[config.mk]
export PLATFORM = sky130hd
export DESIGN_NAME = sat_counter
export DESIGN_NICKNAME = d
export VERILOG_FILES = /design/src/rtl/sat_counter.sv
export SDC_FILE = /design/constraint.sdc
export NUM_CORES = 1
export LEC_CHECK = 0
export CAP_MARGIN = 20
export CORE_AREA = 2 2 39 41
export CTS_BUF_LIST = sky130_fd_sc_hd__clkbuf_16
export DETAILED_ROUTE_END_ITERATION = 8
export DIE_AREA = 0 0 41 43
export HOLD_SLACK_MARGIN = 0.05
export MAX_ROUTING_LAYER = met4
export SYNTH_ARGS = -nofsm -noshare
export SYNTH_HDL_FRONTEND = slang
export SYNTH_SLANG_ARGS = --single-unit
[constraint.sdc]
create_clock -name Clk -period 1.6 [get_ports Clk]
set_input_delay 0.4 -clock Clk [delete_from_list [all_inputs] [get_ports Clk]]
set_output_delay 0.4 -clock Clk [all_outputs]
set_load 0.05 [all_outputs]
[src/rtl/sat_counter.sv]
// Saturating up-counter with synchronous clear.
// Holds at all-ones and never wraps back to zero.
module sat_counter #(
    parameter int W = 4
) (
    input  logic         Clk,
    input  logic         Reset_n,
    input  logic         clr,
    input  logic         inc,
    output logic [W-1:0] count
);

    localparam logic [W-1:0] MAX = '1;

    always_ff @(posedge Clk or negedge Reset_n) begin
        if (!Reset_n) begin
            count <= '0;
        end else if (clr) begin
            count <= '0;
        end else if (inc && (count != MAX)) begin
            count <= count + 1'b1;
        end
    end

endmodule

# Word level (Yosys, flattened, before mapping)
# Index checks and enable logic that the tools add are counted.
[op_classes]
n_eq_ne = 1
add_sub_neg = 1
reduce_logical = 2
n_bitwise = 0
div = 0
n_shift = 0
magnitude_cmp = 0
n_mul = 0
mux = 2
[ops]
columns = ["cell", "count"]
rows = [
  ["4-bit two-way mux", 2],
  ["4-bit by 1-bit adder with 4-bit output (second input constant)", 1],
  ["4-bit inequality test (second input constant)", 1],
  ["2-bit nonzero test", 1],
  ["1-bit logical AND", 1],
]
[totals]
latch_bits = 0
ff_bits = 4
word_cells = 7
mem_count = 0
output_inout_bits = 4
mem_bits_ro = 0
in_bits = 4
mem_bits_rw = 0

# Longest topological paths before layout
# Gate-level depths: netlist of the first run.
[depth]
word_depth = 4
depth_mapped = 4

# Least setup slack after synthesis of the first run
# OpenSTA, ideal clock, no wires.
[synth_path]
kind = "flip-flop to flip-flop"
start = "reg count[0]"
end = "reg count[0]"
required_time_ps = 1475
path_stages_with_launch = 5
synth_period_minus_slack_ps = 1576
setup_slack_ps = 24
path_buffers = 0
t_arrival_ps = 1451
cell_sequence = "dfrtp_1 -> ha_1 -> and3_4 -> nor2b_4 -> mux2_4"
[synth_between]
elab_chain_len = 3
word_cells_on_any_way = 6
cone_classes = "1 x add/sub; 1 x eq/ne; 2 x mux; 2 x reduce/logical"
[synth_lines]
columns = ["item", "line", "text"]
rows = [
  ["start: declaration", "10", "output logic [W-1:0] count"],
  ["start signal: assignment", "21", "count <= count + 1'b1;"],
  ["4-bit by 1-bit adder with 4-bit output or 4-bit inequality test (tied branches)", "21, 20", ""],
  ["4-bit two-way mux or 1-bit logical AND (tied branches)", "20", "end else if (inc && (count != MAX)) begin"],
  ["4-bit two-way mux or 2-bit nonzero test (tied branches)", "-", ""],
]
# Several ways; a longest one is shown, not always the timed one. The select of a mux whose other input is x is not followed.
# A chain may end at the register's enable or synchronous reset.

# Worst setup path in the final report of the first run
[layout_path]
start = "reg count[1]"
end = "reg count[0]"
[layout_between]
elab_chain_len = 3
[layout_lines]
columns = ["item", "line"]
rows = [
  ["4-bit inequality test", "20"],
  ["1-bit logical AND", "20"],
  ["2-bit nonzero test (no source line)", "-"],
]
# No other way between the ends.

==> results.md, run 1 <==
- Status: finished clean
- I/O Buffers: 7
- RePlAce Congestion: 0.688
- Syn Nets: 25
- Post-CTS setup buffers: 0
- Share of the synthesized area in the top cell type: 43.7%
- Sequential share of power: 19.9%
- Fmax achieved: 724 MHz
- Residual DRC: 0
- Setup tns final: 0 ns
- Synth cell types: 15
- Total grt overflow: 0
- Die height: 43 um
- Slowest-stage cell, CP: dfrtp_1
- Syn_area_per_cell: 11.4 um^2
- TritonCTS Buffers: 3
- Biggest regs: count (4)
- Sequential area share after synthesis: 43.7%
- Synth-to-Final Area Change: 92.9%
- Initial antenna violation count: 0
- CP startpoint kind: register
- Hold WS: 0.388 ns
- Io pins: 8
- CTS tree: done
- Peak supply drop: 480 uV
- Top-count cell post-synth: dfrtp_1
- Number of flip-flops in the largest register: 4
- Core box area: 1380 um^2
- Power density over cell area: 1280 nW/um^2
- Fillers: 134
- Final Hold Fails: 0
- Crit-path max FO: 4
- Internal power: 464 uW
- Final antenna-violating net count: 0
- Initial DRC count: 1
- Tot Pwr: 567 uW
- DR top layer: met3
- Combinational share of power: 12.8%
- Synth area leaders: dfrtp_1, mux2_4, nor2b_4
- Register name with the most flops: count
- Root Buffer: clkbuf_16
- Critical Path Max Stage Delay: 0.43 ns
- Initial Utilization: 16.5%
- Number of synthesized flops with an enable pin: 0
- Worst skew pair latency: 0.22 ns
- RR Startpoint: count[1]$_DFFE_PN0P_
- Share of cells above drive strength 1: 38.7%
- Clock power share: 67.3%
- Deepest clock path buffer count: 2
- Worst setup path startpoint: count[1]$_DFFE_PN0P_
- Top FF cell, synth: dfrtp_1
- Synth area leader: dfrtp_1
- RSZ-0062 raised after global routing: false
- Cells after synthesis: 20
- Synth warn: 0
- # H-tree levels: 1
- DRT met1 WL: 204 um
- HP Class: primary input to async pin
- Die X: 41 um
- Via count: 190
- Worst Path Required: 1.70 ns
- Wirelength, routed: 438 um
- First-pass GRT wire length: 848 um
- Fin crit share: 86.3%
- #FFs+latches synth: 4
- Worst rel slew slack: 85.9%
- DR WL met3: 19 um
- Clock-pin slew on the worst setup and hold paths: 0.03 ns
- Sw Ratio: 18.1%
- Crit path cell chain: ha_1 -> and3_4 -> nor2b_4 -> mux2_4
- Number of core rows: 14
- Gr usage total: 7.51%
- DRT Pass-1 Iters: 4
- Sw power: 102 uW
- Worst Tran Pin Value: 0.212 ns
- Most frequent cells after synthesis: dfrtp_1, a21oi_1, nand2b_1
- Largest delay share family, worst path: flip-flops
- Critical path arrival: 1.48 ns
- Critical Path Sink Type: register
- Area of the mapped netlist: 229 um^2
- Routed wl met2: 214 um
- CTS resizes: 0
- WP buf/inv: 0
- Leak: 0.000196 uW
- Crit Path Class: register to register
- Endpoints failing setup: 0
- Min cycle time layout: 1.38 ns
- Diode count: 0
- Largest net degree at the start of global routing: 7
- Avg Vias per Cell: 4.04
- MaxCap Viol Count: 0
- Async SR Flop Fraction: 100%
- Routed wire per std cell: 9.32 um
- Hold_buf cts: 0
- Vias in the first global route: 192
- Final Max Slew Viols: 0
- CTS sink count: 4
- Nets@finish: 38
- Skew final: 0.000229 ns
- Die ar.: 1760 um^2
==> placed cells by master (no fill, tap or decap), drive strengths merged, types with 2 or more instances in the layout <==
| cell type | instances |
|---|---|
| clkbuf | 3 |
| nand2b | 2 |
| clkdlybuf4s50 | 3 |
| dfrtp | 4 |
| buf | 5 |
| a21oi | 2 |
| nor2b | 2 |
==> per-stage QoR <==
step,util (%),cells,instance area (um^2),worst slack (ns)
global placement,26.5,44,367,0.0664
finish,31.9,47,442,0.220
floorplan,-,20,229,0.0235
detailed placement,26.5,44,367,0.0513
CTS,31.9,47,442,0.207
global route,31.9,47,442,0.159
==> layer usage <==
layer	track usage (%)	vias up
met5	-	-
met2	9.69	7
met4	2.00	0
met1	9.65	87
li1	-	96
met3	4.71	0
==> path summary, 6_finish.rpt <==
path	cells past startpoint	slack [ns]	to
setup / recovery	4	0.22	count[0]$_DFFE_PN0P_
hold / removal	1	0.39	count[2]$_DFFE_PN0P_
setup reg to reg	4	0.22	count[0]$_DFFE_PN0P_
hold reg to reg	2	0.63	count[1]$_DFFE_PN0P_
max in group asynchronous	1	1.04	count[1]$_DFFE_PN0P_
min in group Clk	2	0.63	count[1]$_DFFE_PN0P_
==> worst register-to-register path, stage by stage, from the launching register on <==
cell and delay (ns):
dfrtp_1 0.43, ha_1 0.23, and3_4 0.17, nor2b_4 0.13
mux2_4 0.30
==> power groups by stage <==
stage               logic (uW)  clock network [uW]  registers (uW)
detailed placement        73.9                   0             114
global route              78.4                 406             114
CTS                       74.1                 390             113
floorplan                 15.8                   0             130
global placement          73.3                   0             114
finish                    72.7                 382             113
==> kinds of logic (layout without fill, tap and decap cells) <==
logic type	after synthesis	count (layout)	synth area share, %
simple gates	10	10	33.3
fa+ha+maj	1	1	5.46
mux	2	2	10.9
buf+inv	0	11	0
flops	4	4	43.7
compound gates	3	3	6.56
==> cell type report <==
class | instances | area, um^2 | share of cell area [%]
Sequential cell | 4 | 100 | 22.7
Timing Repair Buffer | 8 | 118 | 26.6
Tap cell | 16 | 20.0 | 4.53
Clock buffer | 3 | 75.1 | 17.0
Multi-Input combinational cell | 16 | 129 | 29.2
Power figures use the tool's default switching activity.
==> run 2, diff against run 1 <==
clock period = 1.28 ns   (was 1.6 ns; I/O delays follow)
==> run 2 against run 1 <==
Core utilization up 4.6 points; sequential power up 25%; count of clock-buffer cells in the layout unchanged; critical path type unchanged; first-iteration DRC count down 100%.
==> results.md, run 2 (synthesis gave the netlist of run 1 again) <==
- Status: finished clean (unchanged)
- RePlAce Congestion: 0.674 (was 0.688)
- Clock-pin slew on the worst setup and hold paths: 0.03 ns (about the same)
- Total grt overflow: 0 (unchanged)
- MaxCap Viol Count: 0 (unchanged)
- Hold WS: 0.299 ns (was 0.388 ns)
- Initial antenna violation count: 0 (unchanged)
- TritonCTS Buffers: 3 (unchanged)
- Synth-to-Final Area Change: 121% (was 92.9%)
- Biggest regs: count (4) (unchanged)
- Die height: 43 um (unchanged)
- Die X: 41 um (unchanged)
- Gr usage total: 10.2% (was 7.51%)
- Initial DRC count: 0 (was 1)
- Worst Path Required: 1.38 ns (was 1.70 ns)
- Nets@finish: 44 (was 38)
- Hold_buf cts: 0 (unchanged)
- Via count: 223 (was 190)
- HP Class: primary input to async pin (unchanged)
- Routed wire per std cell: 10.6 um (was 9.32 um)
- Critical Path Sink Type: register (unchanged)
- Cell area after layout: 505 um^2 (was 442 um^2)
- Min cycle time layout: 1.28 ns (was 1.38 ns)
- Avg Vias per Cell: 4.13 (was 4.04)
- Root Buffer: clkbuf_16 (unchanged)
- DP Area: 419 um^2 (was 367 um^2)
- Fillers: 135 (was 134)
- Final Max Slew Viols: 0 (unchanged)
- Crit Path Class: register to register (unchanged)
- CP startpoint kind: register (unchanged)
- Worst skew pair latency: 0.23 ns (was 0.22 ns)
- Die ar.: 1760 um^2 (unchanged)
- I/O Buffers: 7 (unchanged)
- Fmax achieved: 783 MHz (was 724 MHz)
- Core box area: 1380 um^2 (unchanged)
- Number of core rows: 14 (unchanged)
- RSZ-0062 raised after global routing: true (was false)
- Diode count: 0 (unchanged)
- Number of flip-flops in the largest register: 4 (unchanged)
- Critical path arrival: 1.38 ns (was 1.48 ns)
- First-pass GRT wire length: 959 um (was 848 um)
- Final antenna-violating net count: 0 (unchanged)
- Skew final: 0.00169 ns (was 0.000229 ns)
- Final Hold Fails: 0 (unchanged)
- Share of cells above drive strength 1: 55.3% (was 38.7%)
- Commonest non-fill, non-tap cell in the layout: buf_4
- # H-tree levels: 1 (unchanged)
- Endpoints failing setup: 0 (unchanged)
- Worst rel slew slack: 87.5% (was 85.9%)
- Register name with the most flops: count (unchanged)
- Largest net degree at the start of global routing: 6 (was 7)
- Tot Pwr: 747 uW (was 567 uW)
- Worst Tran Pin Value: 0.187 ns (was 0.212 ns)
- Wirelength, routed: 570 um (was 438 um)
- Peak supply drop: 1350 uV (was 480 uV)
- Area of the multi-input gates: 141 um^2 (was 129 um^2)
- CTS sink count: 4 (unchanged)
- Setup tns final: 0 ns (unchanged)
- Power density over cell area: 1480 nW/um^2 (was 1280 nW/um^2)
- Io pins: 8 (unchanged)
- Leak: 0.000228 uW (was 0.000196 uW)
- FF/Latch Area: 103 um^2 (was 100 um^2)
- Initial Utilization: 16.5% (unchanged)
- Vias in the first global route: 217 (was 192)
- DRT Pass-1 Iters: 1 (was 4)
- Residual DRC: 0 (unchanged)
- Fin crit share: 99.8% (was 86.3%)
- Commonest non-fill, non-tap cells in the layout: buf_4, buf_12, clkbuf_16, clkdlybuf4s50_1 (was dfrtp_1, buf_12, clkbuf_16, clkdlybuf4s50_1)
- CTS tree: done (unchanged)
- Deepest clock path buffer count: 2 (unchanged)
- Crit-path max FO: 2 (was 4)
[run 2: metrics by stage]
stage / instances / util, % / setup slack [ns]
after global placement: 49 / 30.3 / -0.182
after floorplan: 20 / - / -0.132
after CTS: 53 / 36.0 / -0.0183
after global routing: 54 / 36.5 / -0.0212
after detailed placement: 49 / 30.3 / -0.192
final: 54 / 36.5 / 0.00211
[run 2: path summary, 6_finish.rpt]
kind	from	endpoint	slack, ns	cells after the start
max	count[1]$_DFFE_PN0P_	count[0]$_DFFE_PN0P_	0.002	4
min	Reset_n	count[1]$_DFFE_PN0P_	0.30	1
max reg2reg	count[1]$_DFFE_PN0P_	count[0]$_DFFE_PN0P_	0.002	4
min reg2reg	count[3]$_DFFE_PN0P_	count[3]$_DFFE_PN0P_	0.68	3
max in group asynchronous	Reset_n	count[0]$_DFFE_PN0P_	0.80	1
min in group Clk	count[3]$_DFFE_PN0P_	count[3]$_DFFE_PN0P_	0.68	3
[run 2: critical path: stages, from the launching register on]
cell     delay (ns)
dfrtp_2        0.42
ha_4           0.16
and3_4         0.15
nor2b_4        0.12
mux2_4         0.30
[run 2: metal layers]
metal | up-vias | global-route usage [%] | part of all wire, %
li1 | 108 | - | -
met1 | 99 | 9.71 | 40
met2 | 11 | 11.3 | 44
met3 | 5 | 7.85 | 11
met4 | 0 | 12.0 | 5.3
met5 | - | - | 0
[run 2: where the power goes]
group          total (uW)  leakage (uW)  switching (uW)  internal, uW
registers             141     0.0000515            6.65           135
clock network         497     0.0000423            93.3           404
logic                 109      0.000134            49.2          59.5
[run 2: cell type report]
type | instances | area share, %
clock inverter | 1 | 0.743
sequential | 4 | 20.3
timing repair buffer | 14 | 32.2
multi-input combinational | 16 | 28.0
tap | 16 | 3.96
clock buffer | 3 | 14.9
[run 2: what timing repair did]
| action | CTS | global route |
|---|---|---|
| resized for setup | 0 | 0 |
| endpoints found under the setup margin | 1 | 3 |
| buffers inserted | 0 | 1 |
| endpoints found under the hold margin | 0 | 0 |
| cloned | 0 | 0 |
